## src/rtl/seriallite3_pkg.sv

```systemverilog
`default_nettype none
// ============================================================================
// Module  : seriallite3_pkg
// Brief   : Shared widths, sync-field positions and beat record for the
//           SerialLite III TX burst packer.
// Revision: 1.0
// ============================================================================
package seriallite3_pkg;

  localparam int LANES          = 4;
  localparam int WORD_W         = 64;
  localparam int BEAT_W         = 256;
  localparam int SYNC_W         = 8;
  localparam int SYNC_WORDS_LSB = 0;
  localparam int SYNC_CONT_BIT  = 3;

  typedef struct packed {
    logic [BEAT_W-1:0] data;
    logic              sob;
    logic              eob;
    logic [SYNC_W-1:0] sync;
  } sl3_beat_t;

  localparam int SL3_BEAT_BITS = $bits(sl3_beat_t);

endpackage
`default_nettype wire

```

## src/rtl/seriallite3_beat_fifo.sv

```systemverilog
`default_nettype none
// ============================================================================
// Module  : seriallite3_beat_fifo
// Brief   : Two-entry beat FIFO; the head entry is a register driven straight
//           to the outputs.
// Revision: 1.0
// ============================================================================
module seriallite3_beat_fifo
  import seriallite3_pkg::*;
(
  input  logic                     clk,
  input  logic                     rst_n,
  input  logic                     i_push,
  input  logic [SL3_BEAT_BITS-1:0] i_din,
  input  logic                     i_pop,
  output logic [SL3_BEAT_BITS-1:0] o_head,
  output logic                     o_full,
  output logic                     o_empty
);

  sl3_beat_t  r_head;
  sl3_beat_t  r_tail;
  logic [1:0] r_count;
  logic       w_pop_ok;
  logic       w_push_ok;
  sl3_beat_t  w_din;

  assign w_din     = sl3_beat_t'(i_din);
  assign w_pop_ok  = i_pop && (r_count != 2'd0);
  assign w_push_ok = i_push && ((r_count != 2'd2) || w_pop_ok);

  always_ff @(posedge clk or negedge rst_n) begin
    if (!rst_n) begin
      r_head  <= '0;
      r_tail  <= '0;
      r_count <= 2'd0;
    end else begin
      case ({w_push_ok, w_pop_ok})
        2'b11: begin
          // Count is unchanged; the new beat lands behind whatever remains.
          if (r_count == 2'd1) begin
            r_head <= w_din;
          end else begin
            r_head <= r_tail;
            r_tail <= w_din;
          end
        end
        2'b10: begin
          if (r_count == 2'd0) r_head <= w_din;
          else                 r_tail <= w_din;
          r_count <= r_count + 2'd1;
        end
        2'b01: begin
          r_head  <= r_tail;
          r_count <= r_count - 2'd1;
        end
        default: ;
      endcase
    end
  end

  assign o_head  = r_head;
  assign o_full  = (r_count == 2'd2);
  assign o_empty = (r_count == 2'd0);

endmodule
`default_nettype wire

```

## src/rtl/seriallite3_tx_burst_packer.sv

```systemverilog
`default_nettype none
// ============================================================================
// Module  : seriallite3_tx_burst_packer
// Brief   : Packs a 64-bit word stream into 256-bit beats and bounded-length
//           bursts for the SerialLite III user TX interface.
// Revision: 1.0
// ============================================================================
module seriallite3_tx_burst_packer
  import seriallite3_pkg::*;
#(
  parameter int MAX_BURST_BEATS = 16
) (
  input  logic         user_clock_tx,
  input  logic         user_clock_reset_tx_n,
  input  logic [63:0]  in_data,
  input  logic         in_valid,
  input  logic         in_last,
  output logic         in_ready,
  output logic [255:0] data_tx,
  output logic         valid_tx,
  input  logic         ready_tx,
  output logic         start_of_burst_tx,
  output logic         end_of_burst_tx,
  output logic [7:0]   sync_tx,
  input  logic         link_up_tx,
  output logic [31:0]  bursts_sent
);

  typedef enum logic [0:0] {
    ST_IDLE = 1'b0,
    ST_OPEN = 1'b1
  } burst_state_t;

  burst_state_t                   r_state;
  burst_state_t                   w_state_nxt;
  logic [LANES-1:0][WORD_W-1:0]   r_pack;
  logic [1:0]                     r_lane;
  logic [7:0]                     r_beat_cnt;
  logic [7:0]                     w_beat_cnt_nxt;
  logic                           r_cont_pending;
  logic                           w_cont_nxt;
  logic                           r_run;
  logic [31:0]                    r_bursts;

  sl3_beat_t                      w_fifo_din;
  sl3_beat_t                      w_head;
  logic [SL3_BEAT_BITS-1:0]       w_head_bits;
  logic [BEAT_W-1:0]              w_beat_data;
  logic                           w_push;
  logic                           w_pop;
  logic                           w_full;
  logic                           w_empty;
  logic                           w_fifo_space;
  logic                           w_close;
  logic                           w_accept;
  logic                           w_limit;
  logic                           w_in_ready;

  // A word closes its beat when it fills lane 3 or ends the packet; the burst
  // limit only ever coincides with one of those closes.
  assign w_close      = (r_lane == 2'd3) || in_last;
  assign w_pop        = !w_empty && link_up_tx && ready_tx;
  assign w_fifo_space = !w_full || w_pop;
  assign w_in_ready   = r_run && link_up_tx && (!w_close || w_fifo_space);
  assign w_accept     = in_valid && w_in_ready;
  assign w_limit      = (({1'b0, r_beat_cnt} + 9'd1) == 9'(MAX_BURST_BEATS));

  always_comb begin
    w_beat_data = '0;
    for (int k = 0; k < LANES; k++) begin
      if (k == int'(r_lane))     w_beat_data[k*WORD_W +: WORD_W] = in_data;
      else if (k < int'(r_lane)) w_beat_data[k*WORD_W +: WORD_W] = r_pack[k];
    end
  end

  always_comb begin
    w_state_nxt     = r_state;
    w_beat_cnt_nxt  = r_beat_cnt;
    w_cont_nxt      = r_cont_pending;
    w_push          = 1'b0;
    w_fifo_din      = '0;
    w_fifo_din.data = w_beat_data;
    if (w_accept && w_close) begin
      w_push         = 1'b1;
      w_fifo_din.sob = (r_state == ST_IDLE);
      w_fifo_din.eob = in_last || w_limit;
      if (r_state == ST_IDLE) begin
        w_fifo_din.sync[SYNC_CONT_BIT] = r_cont_pending;
        w_cont_nxt                     = 1'b0;
      end
      if (in_last) begin
        w_fifo_din.sync[SYNC_WORDS_LSB +: 3] = {1'b0, r_lane} + 3'd1;
        w_state_nxt    = ST_IDLE;
        w_beat_cnt_nxt = 8'd0;
        w_cont_nxt     = 1'b0;
      end else if (w_limit) begin
        w_fifo_din.sync[SYNC_WORDS_LSB +: 3] = 3'd4;
        w_state_nxt    = ST_IDLE;
        w_beat_cnt_nxt = 8'd0;
        w_cont_nxt     = 1'b1;
      end else begin
        w_state_nxt    = ST_OPEN;
        w_beat_cnt_nxt = r_beat_cnt + 8'd1;
      end
    end
  end

  always_ff @(posedge user_clock_tx or negedge user_clock_reset_tx_n) begin
    if (!user_clock_reset_tx_n) begin
      r_state        <= ST_IDLE;
      r_beat_cnt     <= 8'd0;
      r_cont_pending <= 1'b0;
    end else begin
      r_state        <= w_state_nxt;
      r_beat_cnt     <= w_beat_cnt_nxt;
      r_cont_pending <= w_cont_nxt;
    end
  end

  always_ff @(posedge user_clock_tx or negedge user_clock_reset_tx_n) begin
    if (!user_clock_reset_tx_n) begin
      r_pack   <= '0;
      r_lane   <= 2'd0;
      r_run    <= 1'b0;
      r_bursts <= 32'd0;
    end else begin
      r_run <= 1'b1;
      if (w_accept) begin
        if (w_close) begin
          r_pack <= '0;
          r_lane <= 2'd0;
        end else begin
          r_pack[r_lane] <= in_data;
          r_lane         <= r_lane + 2'd1;
        end
      end
      if (w_pop && w_head.eob) r_bursts <= r_bursts + 32'd1;
    end
  end

  seriallite3_beat_fifo u_fifo (
    .clk     (user_clock_tx),
    .rst_n   (user_clock_reset_tx_n),
    .i_push  (w_push),
    .i_din   (w_fifo_din),
    .i_pop   (w_pop),
    .o_head  (w_head_bits),
    .o_full  (w_full),
    .o_empty (w_empty)
  );

  assign w_head            = sl3_beat_t'(w_head_bits);
  assign in_ready          = w_in_ready;
  assign data_tx           = w_head.data;
  assign valid_tx          = !w_empty && link_up_tx;
  assign start_of_burst_tx = w_head.sob;
  assign end_of_burst_tx   = w_head.eob;
  assign sync_tx           = w_head.sync;
  assign bursts_sent       = r_bursts;

endmodule
`default_nettype wire

```

## config.mk

```make
export PLATFORM = sky130hd
export DESIGN_NAME = seriallite3_tx_burst_packer
export DESIGN_NICKNAME = d
export VERILOG_FILES = /design/src/rtl/seriallite3_pkg.sv /design/src/rtl/seriallite3_beat_fifo.sv /design/src/rtl/seriallite3_tx_burst_packer.sv
export SDC_FILE = /design/constraint.sdc
export NUM_CORES = 2
export LEC_CHECK = 0
export CORE_ASPECT_RATIO = 0.8
export CORE_UTILIZATION = 58
export DETAILED_ROUTE_END_ITERATION = 6
export PLACE_DENSITY_LB_ADDON = 0.08
export SKIP_CTS_REPAIR_TIMING = 1
export SLEW_MARGIN = 20
export SYNTH_ARGS = -nofsm -noshare
export SYNTH_HDL_FRONTEND = slang
export SYNTH_SLANG_ARGS = --single-unit
```

## constraint.sdc

```tcl
create_clock -name user_clock_tx -period 4.1 [get_ports user_clock_tx]
set_input_delay 0.82 -clock user_clock_tx [delete_from_list [all_inputs] [get_ports user_clock_tx]]
set_output_delay 0.82 -clock user_clock_tx [all_outputs]
set_load 0.05 [all_outputs]
```

==> flow_metrics.py <==
metrics = {
    "run_status": {
        "outcome": "completed",
    },
    "power_and_ir_drop": {
        "leakage_uw": 0.0214,
        "p_seq_share_pct": 34.3,
        "p_total_uw": 35100,
        "p_sw_share_pct": 42.9,
        "cell_internal_pwr_uw": 20100,
        "combPwrFrac_pct": 45.7,
        "switchingPower_uw": 15100,
        "power.density_nw_per_um2": 778,
        "ir_drop_mv": 0.475,
        "clkPwrFrac_pct": 20.0,
    },
    "critical_path": {
        "reg2reg_slack_ns": 0.87,
        "critical_path.max_fanout": 6,
        "r2r_end": "u_fifo.o_head[144]$_DFFE_PN0P_",
        "worstPathArrival_ns": 3.06,
        "critical_path.startpoint_type": "register",
        "reg2reg_depth": 11,
        "timing.rr.start": "u_fifo.r_count[0]$_DFFE_PN0N_",
        "endpoint_kind": "output port",
        "worstPathRequired_ns": 3.28,
        "crit_type": "reg2out",
    },
    "layout": {
        "area_delta_synth_final_pct": 19.5,
        "utilization_pct": 70.2,
        "regArea_um2": 19100,
        "drive_gt1_share_pct": 6.19,
        "nNetsFinal": 4215,
        "num-fill-cells": 4923,
        "multi_input_area_um2": 17100,
    },
    "timing": {
        "fmax_ghz": 0.258,
        "fin_setup_tns_ns": 0,
        "min_period_ns": 3.88,
        "final-hold-violation-count": 0,
        "fin_crit_sh_pct": 94.6,
        "drv_slew": 0,
        "setup_viol": 0,
        "worst_pin_slew_ns": 0.993,
        "slew_headroom_pct": 33.8,
        "fin_worst_skew_ns": 0.0173,
        "rsz0062_at_grt": "no",
    },
    "global_routing": {
        "grt_usage_pct": 34.0,
        "grt_pass1_wl_um": 176000,
        "antenna_found_initial": 7,
        "grt_pass1_vias": 30400,
        "grt_start_max_net_pins": 132,
        "overflow": 0,
    },
    "place": {
        "gp_congestion": 0.895,
        "place.detailed.hpwl_um": 69700,
        "portBuffers": 365,
    },
    "clock_tree": {
        "cts.htree.levels": 3,
        "clockBufferDepth": 3,
        "root_buffer": "clkbuf_16",
        "cts_buffers": 76,
        "clock_latency_ns": 0.62,
        "clock_sinks": 763,
        "clk_pin_slew_worst_paths_ns": 0.06,
        "cts_tree": "built",
    },
    "synthesis": {
        "netlist_top_cells_area": "dfrtp_1 51%, nand2_1 9.3%, a211oi_1 6.4%",
        "postSynthCellCount": 3942,
        "synthAdderAreaFrac_pct": 0.430,
        "synth_edf_count": 0,
        "async_flop_share_pct": 100,
        "synth_top_cell_area_share_pct": 50.5,
        "yosys.area_share.xor_xnor_pct": 0.834,
        "synth_area_um2": 37800,
        "synth_seq_cells": 763,
        "ys_seq_area_share_pct": 50.5,
        "synth_top_family_by_area": "compound AO/OA/AOI/OAI gates",
        "yosys.area.top_type": "dfrtp_1",
        "synth-simple-area-share_pct": 11.9,
        "synth_compound_area_share_pct": 26.5,
        "synth_cell_types": 57,
        "synthMuxAreaShare_pct": 5.20,
        "syn_area_per_cell_um2": 9.59,
        "yosysWarnings": 0,
        "synth_ff_type": "dfrtp_1",
    },
    "route": {
        "wl_per_cell_um": 22.2,
        "drcViolationCount": 0,
        "drtIter0Drc": 3635,
        "route.vias.total": 32100,
        "wirelength_um": 112000,
        "viasPerCell": 6.37,
        "detail-route-antenna-nets": 0,
        "first_pass_iters": 6,
    },
    "floorplan": {
        "die_w_um": 287,
        "ios": 370,
        "initial_core_util_pct": 58.8,
        "std_cell_rows": 83,
        "die_area_um2": 66200,
        "dieHeight_um": 230,
        "coreArea_um2": 64300,
    },
    "hold_path": {
        "hold_class": "in2async",
    },
    "flow_run": {
        "cap_violations": 0,
    },
}
[area by class of cell]
class / count / area share (%)
Inverter: 16 / 0.139
Sequential cell: 763 / 42.3
Multi-Input combinational cell: 2793 / 37.8
Timing Repair Buffer: 482 / 11.9
Antenna cell: 5 / 0.0277
Clock inverter: 20 / 0.515
Clock buffer: 110 / 4.92
Tap cell: 850 / 2.36
[cells in the final DEF, fill, tap and decap left out, drive strengths merged, types with 9 or more instances in the layout]
master,n
nand2,941
dfrtp,763
o21ai,400
clkdlybuf4s50,364
a211oi,321
a21o,256
a22o,255
mux2i,193
nor2,146
a221oi,131
buf,118
clkbuf,110
xnor2,26
inv,17
nand3,16
clkinv,14
nand4,13
ha,13
xor2,10
nor3,9
[power groups by stage]
stage	combinational, uW	clock, uW	sequential (uW)
floorplan	7450	0	15300
global placement	15600	0	12000
detailed placement	15900	0	12100
CTS	16000	7120	12000
global route	17200	7420	12300
finish	16100	7040	12000
[how the worst max path moves through the flow]
stage	start	slack [ns]	to
after floorplan	in_last	0.88	u_fifo.o_head[138]$_DFFE_PN0P_
after global placement	link_up_tx	0.34	in_ready
after detailed placement	link_up_tx	0.36	in_ready
after CTS	u_fifo.r_count[0]$_DFFE_PN0N_	0.18	in_ready
after global routing	u_fifo.r_count[0]$_DFFE_PN0N_	0.07	in_ready
final	u_fifo.r_count[0]$_DFFE_PN0N_	0.22	in_ready
[critical path: stages, from the launching register on]
cell and delay [ns]:
dfrtp_1 0.43, inv_1 0.09, ha_1 0.31, nand2b_1 0.26
nor2_4 0.24, inv_2 0.12, a31oi_1 0.18, clkdlybuf4s50_1 0.82
[stage by stage]
stage	cell area, um2	setup slack, ns	hold slack, ns	instances
4_1_cts	45100	0.178	0.185	5033
3_5_place_dp	42700	0.359	0.459	4903
2_1_floorplan	37800	0.877	0.447	3945
6_report	45100	0.223	0.186	5039
5_1_grt	45100	0.0710	0.215	5038
3_3_place_gp	42700	0.336	0.458	4903
[Yosys cell counts, drive strengths merged, types with 3 or more instances]
cell and count:
clkbuf 215, nor3 9, xnor2 26, nand2 941, a221oi 131, and2 4
mux2i 193, o21ai 400, buf 158, a21oi 6, nor2 146, and3 5
mux2 3, a22oi 3, nand2b 4, a21o 256, nand4 13, a211oi 321
nand3 16, or3 3, xor2 10, inv 16, o31ai 3, dfrtp 763
ha 13, a22o 255
[cell families after synthesis]
group,Yosys count
DFF,763
muxes,196
buffers and inverters,389
other,2
xor gates and xnor gates,36
adders and majority gates,13
and+or+nand+nor,1150
AOI/OAI and AO/OA,1393
[registers in the layout, indices dropped and copies added (netlist names)]
name,cells
r_run,1
bursts_sent,32
u_fifo.r_count,2
r_state,1
r_pack,192
u_fifo.o_head,262
r_lane,2
u_fifo.r_tail,262
r_cont_pending,1
r_beat_cnt,8
[layer usage]
layer / wire length [um] / GRT usage [%]
met3: 12200 / 10.2
met5: 10 / 0
met1: 47900 / 49.0
met4: 3260 / 11.3
met2: 48700 / 48.8
Power figures use the tool's default switching activity.
